$ cat src/rtl/sc_decrypt_verify_pkg.sv
// Shared widths and FSM encoding for the stream-cipher decrypt-and-verify block.
package sc_decrypt_verify_pkg;

  localparam int WORD_W = 64;
  localparam int TAG_W  = 128;

  typedef enum logic [2:0] {
    ST_IDLE  = 3'd0,
    ST_DATA  = 3'd1,
    ST_TREQ  = 3'd2,
    ST_TWAIT = 3'd3,
    ST_TAG0  = 3'd4,
    ST_TAG1  = 3'd5,
    ST_FIN   = 3'd6
  } state_e;

endpackage

$ cat src/rtl/sc_decrypt_verify.sv
// Decrypts a ciphertext stream with an external keystream, then compares the received
// tag against the core's computed tag in constant time.
module sc_decrypt_verify
  import sc_decrypt_verify_pkg::*;
#(
  parameter int LEN_W = 8
) (
  input  logic              clk,
  input  logic              rst,
  input  logic              start,
  input  logic [LEN_W-1:0]  ct_len,
  input  logic [WORD_W-1:0] ct_data,
  input  logic              ct_valid,
  output logic              ct_ready,
  input  logic [WORD_W-1:0] z,
  output logic              sc_step,
  output logic [WORD_W-1:0] pt_data,
  output logic              pt_valid,
  input  logic              pt_ready,
  output logic              tag_req,
  input  logic              tag_done,
  input  logic [TAG_W-1:0]  comp_tag,
  input  logic [WORD_W-1:0] tag_in,
  input  logic              tag_valid,
  output logic              tag_ready,
  output logic              busy,
  output logic              done,
  output logic              auth_ok,
  output logic              auth_fail,
  output logic [2:0]        dbg_state_o
);

  // Handshakes: a word moves on a rising edge where valid and ready are both high;
  // the sender holds data stable while valid is high and ready is low.

  state_e              state_q;
  logic [LEN_W-1:0]    cnt_q, cnt_d;
  logic [WORD_W-1:0]   diff_q;
  logic [TAG_W-1:0]    ctag_q;
  logic [WORD_W-1:0]   pt_data_q;
  logic                pt_valid_q;
  logic                done_q;
  logic                auth_ok_q;
  logic                auth_fail_q;
  logic                ct_hs;
  logic                pt_hs;

  assign cnt_d = cnt_q - LEN_W'(1);

  // A new word is accepted while the output slot is empty or draining this cycle.
  assign ct_ready  = !rst && (state_q == ST_DATA) && (!pt_valid_q || pt_ready);
  assign ct_hs     = ct_valid && ct_ready;
  assign pt_hs     = pt_valid_q && pt_ready;
  assign sc_step   = ct_hs;
  assign tag_req   = !rst && (state_q == ST_TREQ) && !pt_valid_q;
  assign tag_ready = !rst && ((state_q == ST_TAG0) || (state_q == ST_TAG1));
  assign busy      = (state_q != ST_IDLE);

  assign pt_data     = pt_data_q;
  assign pt_valid    = pt_valid_q;
  assign done        = done_q;
  assign auth_ok     = auth_ok_q;
  assign auth_fail   = auth_fail_q;
  assign dbg_state_o = state_q;

  always_ff @(posedge clk) begin
    if (rst) begin
      state_q     <= ST_IDLE;
      cnt_q       <= '0;
      diff_q      <= '0;
      ctag_q      <= '0;
      pt_data_q   <= '0;
      pt_valid_q  <= 1'b0;
      done_q      <= 1'b0;
      auth_ok_q   <= 1'b0;
      auth_fail_q <= 1'b0;
    end else begin
      done_q <= 1'b0;
      if (pt_hs) pt_valid_q <= 1'b0;
      if (ct_hs) begin
        pt_data_q  <= ct_data ^ z;
        pt_valid_q <= 1'b1;
      end
      case (state_q)
        ST_IDLE: begin
          if (start) begin
            auth_ok_q   <= 1'b0;
            auth_fail_q <= 1'b0;
            cnt_q       <= ct_len;
            state_q     <= (ct_len != '0) ? ST_DATA : ST_TREQ;
          end
        end
        ST_DATA: begin
          if (ct_hs) begin
            cnt_q <= cnt_d;
            if (cnt_q == LEN_W'(1)) state_q <= ST_TREQ;
          end
        end
        ST_TREQ: begin
          if (!pt_valid_q) state_q <= ST_TWAIT;
        end
        ST_TWAIT: begin
          if (tag_done) begin
            ctag_q  <= comp_tag;
            state_q <= ST_TAG0;
          end
        end
        // Both tag words are always consumed so timing never depends on the tag value.
        ST_TAG0: begin
          if (tag_valid) begin
            diff_q  <= tag_in ^ ctag_q[TAG_W-1:WORD_W];
            state_q <= ST_TAG1;
          end
        end
        ST_TAG1: begin
          if (tag_valid) begin
            diff_q  <= diff_q | (tag_in ^ ctag_q[WORD_W-1:0]);
            state_q <= ST_FIN;
          end
        end
        ST_FIN: begin
          done_q      <= 1'b1;
          auth_ok_q   <= (diff_q == '0);
          auth_fail_q <= (diff_q != '0);
          state_q     <= ST_IDLE;
        end
        default: state_q <= ST_IDLE;
      endcase
    end
  end

endmodule

$ cat config.mk
export PLATFORM = sky130hd
export DESIGN_NAME = sc_decrypt_verify
export DESIGN_NICKNAME = d
export VERILOG_FILES = /design/src/rtl/sc_decrypt_verify_pkg.sv /design/src/rtl/sc_decrypt_verify.sv
export SDC_FILE = /design/constraint.sdc
export NUM_CORES = 1
export LEC_CHECK = 0
export CAP_MARGIN = 20
export CORE_ASPECT_RATIO = 0.75
export CORE_UTILIZATION = 39
export CTS_BUF_LIST = sky130_fd_sc_hd__clkbuf_8
export DETAILED_ROUTE_END_ITERATION = 8
export MAX_ROUTING_LAYER = met4
export PLACE_DENSITY = 0.71
export REMOVE_ABC_BUFFERS = 1
export SLEW_MARGIN = 20
export SYNTH_ARGS = -nofsm -noshare
export SYNTH_HDL_FRONTEND = slang
export SYNTH_SLANG_ARGS = --single-unit
$ cat constraint.sdc
create_clock -name clk -period 2 [get_ports clk]
set_input_delay 0.4 -clock clk [delete_from_list [all_inputs] [get_ports clk]]
set_output_delay 0.4 -clock clk [all_outputs]
set_load 0.005 [all_outputs]
# [Word-level counts from Yosys, hierarchy flattened]
# Index checks and enable logic that the tools add are counted.
[totals] ff_bits=271 latch_bits=0 mem_bits_rw=0 mem_bits_ro=0 input_bits=335 out_inout_bits=76 word_cells=74 memories=0
[op_classes] addsub=1 n_mul=0 n_div=0 n_lt_le_gt_ge=0 eq_ne=14 shifts=0 n_mux=21 n_bitwise=4 n_reduce_logical=25
[ops] op="$xor A64 B64 Y64" n=3
[ops] op="$mux W64" n=2
[ops] op="$pmux W64 S2" n=1
[ops] op="$logic_not A64 Y1" n=1
[ops] op="$or A64 B64 Y64" n=1
[ops] op="$reduce_bool A64 Y1" n=1
[ops] op="$mux W3" n=7
[ops] op="$pmux W3 S6" n=1
[ops] op="$mux W8" n=2
[ops] op="$pmux W8 S2" n=1
[ops] op="$ne A2 B2 Y1 const B" n=6
[ops] op="$eq A3 B3 Y1 const B" n=3
[ops] op="$eq A8 B1 Y1 const B" n=1
[ops] op="$reduce_bool A2 Y1" n=4
[ops] op="$reduce_bool A8 Y1" n=1
[ops] op="$sub A8 B1 Y8 const B" n=1
[ops] op="$logic_and A1 B1 Y1" n=7
[ops] op="$reduce_and A7 Y1" n=1
[ops] op="$eq A3 B2 Y1 const B" n=2
[ops] op="$reduce_and A3 Y1" n=2
[ops] op="$mux W1" n=4
[ops] op="$pmux W1 S2" n=2
[ops] op="$reduce_and A2 Y1" n=2
[ops] op="$eq A3 B1 Y1 const B" n=1
[ops] op="other kinds (6)" n=8

# [Depth between registers and ports, before layout]
[logic_depth] ltp_word=6 mapped_depth=7 mapped_depth_nobuf=6

# [Worst setup path after synthesis]
# No wires, ideal clock.
[synth_path] path_type="input to output" from="input pt_ready" to="output sc_step" arrival_ns=1.282 required_ns=1.600 setup_slack_ns=0.318 cell_stages=5 n_path_buf=2 path_cell_list="nand2b_1 -> nand3_1 -> clkbuf_1 -> clkbuf_1 -> inv_1"
[synth_via] elab_chain_cells=3
[synth_rtl] item="start, declared" line_no="sc_decrypt_verify.sv:19" text="input logic pt_ready,"
[synth_rtl] item="$logic_or A1 B1 Y1" line_no="sc_decrypt_verify.sv:51" text="assign ct_ready = !rst && (state_q == ST_DATA) && (!pt_valid_q || pt_ready);"
[synth_rtl] item="$logic_and A1 B1 Y1" line_no="sc_decrypt_verify.sv:51"
[synth_rtl] item="$logic_and A1 B1 Y1" line_no="sc_decrypt_verify.sv:52" text="assign ct_hs = ct_valid && ct_ready;"
[synth_rtl] item="end, declared" line_no="sc_decrypt_verify.sv:16" text="output logic sc_step,"
# No other way between the ends.

# [Final worst setup path]
[layout_path] from="register state_q[2] (netlist: dbg_state_o[2])" to="output ct_ready"
[layout_via] elab_chain_cells=3
[layout_rtl] item="start, declared" line_no="sc_decrypt_verify.sv:36" text="state_e state_q;"
[layout_rtl] item="start signal, assigned" line_no="sc_decrypt_verify.sv:90" text="state_q <= (ct_len != '0) ? ST_DATA : ST_TREQ;"
[layout_rtl] item="$eq A3 B1 Y1" line_no="sc_decrypt_verify.sv:51"
[layout_rtl] item="$logic_and A1 B1 Y1 (2 in series)" line_no="sc_decrypt_verify.sv:51"
[layout_rtl] item="end, declared" line_no="sc_decrypt_verify.sv:14" text="output logic ct_ready,"
# No other way between the ends.

==> impl_results.md <==
- Status: finished, final reports clean
- Minimum clock period: 1970 ps
- Clock share of power: 31.4%
- Clock Path Buffers: 3
- Area leader, netlist: dfxtp_1
- Count leader, synth: nand2_1
- Mean area per synthesized cell: 8.28 µm²
- DP HPWL: 25,300 µm
- Starting density of the core: 39.7%
- Actual slew at the worst max-slew pin: roughly 820 ps
- Final Hold Fails: 0
- Nets: around 2,100
- Share of layout cells above drive strength 1: slightly above 7%
- Fin area: 17,200 µm²
- Primary FF master, synth: dfxtp_1
- Async SR Flop Fraction: 0%
- Port Buf Inserts: 410
- GRT Resource Usage Total: 23.1%
- FMAX: 507 MHz
- ANT nets after route: 0
- Clock latency on the worst-skew pair: 560 ps
- NetSw: 3.99 mW
- DRC violations left: 0
- Crit path required time: 1600 ps
- TritonRoute pass-1 iters: 5
- Kind of start point of the critical path: flop
- Switch share: about 28%
- Starting DRT DRC Count: 572
- Peak VDD IR: 0.462 mV
- Root buf cell: clkbuf_8
- Area grow syn2layout: 48.9%
- Post-DP Area: 16,200 µm²
- Worst setup path class: reg2out
- Netlist cell types: 38
- First-pass GRT wire length: 54,100 µm
- Rows: 54
- Number of flops mapped to enable cells by yosys: 0
- Critical path buffers and inverters: 3
- Critical Path, Cell by Cell: nor3b_2 > buf_4 > buf_6 > and3_4 > buf_6
- Crit-path max cell delay: 340 ps
- Sequential element share of the synthesized area: 46.9%
- Final setup fails: 0
- Via/cell ratio: ~5
- Routed WL: ~35,000 µm
- Top cell type's share of synthesized area: 46.9%
- CTS buffer count: 43
- Chip width: about 200 µm
- CP Max Fanout: 5
- PwrDens: 821 nW/µm²
- CTS hold repair buffers: 0
- RSZ-0062 raised after global routing: true
- Yosys warns: 0
- Core Util, Final: 59.1%
- Comb pwr share: around a quarter
- Synthesized area: ~12,000 µm²
- Yosys reg bits: about 270
- Post-synth top cells: 273 x nand2_1, 271 x dfxtp_1, 207 x a21oi_1, 192 x xnor2_1, 77 x nor2_1
- Worst-path clk slew: 60 ps
- CP endpoint kind: output pin
- # H-tree levels: 2
- GPL Wtd Cong: 0.892
- Worst Skew: about 27 ps
- Power Internal: around 10 mW
- Top Ports: slightly above 400
- CP top delay family: flip-flops
- Die span in y: 151 µm
- Final period utilization: 98.6%
- Worst hold slack: 109 ps
- Core Region: 29,100 µm²
- CTS sink count: about 270
- Number of global-route vias before repair: roughly 10,000
- Maxcap violations: 0
- Leak: about 5.9 nW
- Worst path slowest cell: dfxtp_2
- Seq pwr share: around 43%
- Routed vias: 10,935
- Worst Hold Class: in2reg
- Slew headroom: 45.4%
- Fill cells: 2,591
- TritonCTS clock tree: done
- Die ar.: 30,300 µm²
- Slew Limit Fails: 0
- Total gr overflow: 0
- Wire per inst: 15.9 µm
- Most used cell, CP: buf_6
- Cells after Synth: 1,396
- Initial antenna violation count: 4
- Synth area leaders: dfxtp_1 47%, xnor2_1 15%, a21oi_1 9.0%
- Largest net degree at the start of global routing: 131
- Critical Path AT: 1570 ps
-- layout by cell type (no fill, tap or decap), types with 5 or more instances in the layout --
cell / synthesis / layout
a211oi_1: 65 / 65
a21o_1: 7 / 7
a21oi_1: 207 / 207
buf_12: 0 / 11
buf_4: 0 / 32
buf_6: 0 / 7
clkbuf_8: 0 / 49
clkdlybuf4s50_1: 0 / 401
dfxtp_1: 271 / 267
inv_1: 7 / 22
nand2_1: 273 / 273
nand3_1: 71 / 70
nand4_1: 5 / 5
nor2_1: 77 / 73
nor4_1: 20 / 14
nor4_2: 1 / 5
o21ai_0: 72 / 72
xnor2_1: 192 / 192
-- worst paths after layout --
path,startpoint,endpoint,slack (ps),cells past startpoint
setup / recovery,dbg_state_o[2]$_SDFFE_PP0P_,ct_ready,30,5
hold / removal,rst,ctag_q[29]$_SDFFE_PP0P_,110,2
setup reg to reg,diff_q[26]$_SDFFE_PP0P_,auth_ok$_SDFFE_PP0P_,80,4
hold reg to reg,ctag_q[101]$_SDFFE_PP0P_,ctag_q[101]$_SDFFE_PP0P_,460,2
-- power by group through the flow --
stage | sequential (mW) | combinational [mW] | clock (mW)
finish | 6.10 | 3.60 | 4.43
global route | 6.14 | 3.90 | 4.81
CTS | 6.08 | 3.49 | 4.56
detailed placement | 6.19 | 3.40 | 0
global placement | 6.17 | 3.35 | 0
floorplan | 6.20 | 1.41 | 0
-- stage by stage --
step | setup WS, ps | setup TNS, ps | total power, mW | instances
2_1_floorplan | -2940 | -665280 | 7.61 | 1298
3_3_place_gp | -436 | -18020 | 9.53 | 2142
3_5_place_dp | -487 | -22940 | 9.58 | 2142
4_1_cts | -142 | -298 | 14.1 | 2215
5_1_grt | -61.6 | -165 | 14.9 | 2223
6_report | 28.5 | 0 | 14.1 | 2223
-- layout make-up --
cell class              instances  area (µm²)  area share, %
diodes                          4        10.0         0.0582
clock buffers                  49         674           3.92
clock inverters                20         103          0.596
inverters                       7        28.8          0.167
multi-input cells            1020        5820           33.8
flip-flops and latches        271        5430           31.5
well taps                     392         490           2.85
repair buffers                460        4650           27.0
-- worst register-to-register path, stage by stage (launching register included) --
cell,delay (ps)
dfxtp_1,310
nor4_1,490
nand4_1,150
or4_4,580
a2111oi_4,300
-- per-layer routing --
metal  GRT usage, %  wire [µm]  vias up
li1               -          -     5533
met1           31.0      16600     5054
met2           34.9      16000      302
met3           4.78       2040       46
met4           6.72        678        0
met5              -          0        -
-- state kept, by name, indices dropped and copies added (netlist names) --
register and flops:
cnt_q 8, auth_fail 1, pt_data 64, diff_q 64, done 1, auth_ok 1, ctag_q 128, pt_valid 1
dbg_state_o 3
-- cells by family (layout without fill, tap and decap cells) --
| logic type | count (synthesis) | count (layout) | share of synthesized area, % |
|---|---|---|---|
| xor gates and xnor gates | 192 | 192 | 14.5 |
| AOI/OAI and AO/OA | 361 | 361 | 17.5 |
| and+or+nand+nor | 465 | 465 | 17.1 |
| DFF | 271 | 271 | 46.9 |
| adders and majority gates | 2 | 2 | 0.216 |
| buffers and inverters | 105 | 536 | 3.76 |
| other | 0 | 4 | 0 |
-- repair_timing --
action                     4_1_cts  5_1_grt
setup endpoints to repair       10       14
buffers inserted                 4        4
pin swaps                        1        4
resized for setup               28       25
No activity file was read; power rests on OpenSTA's default activity.
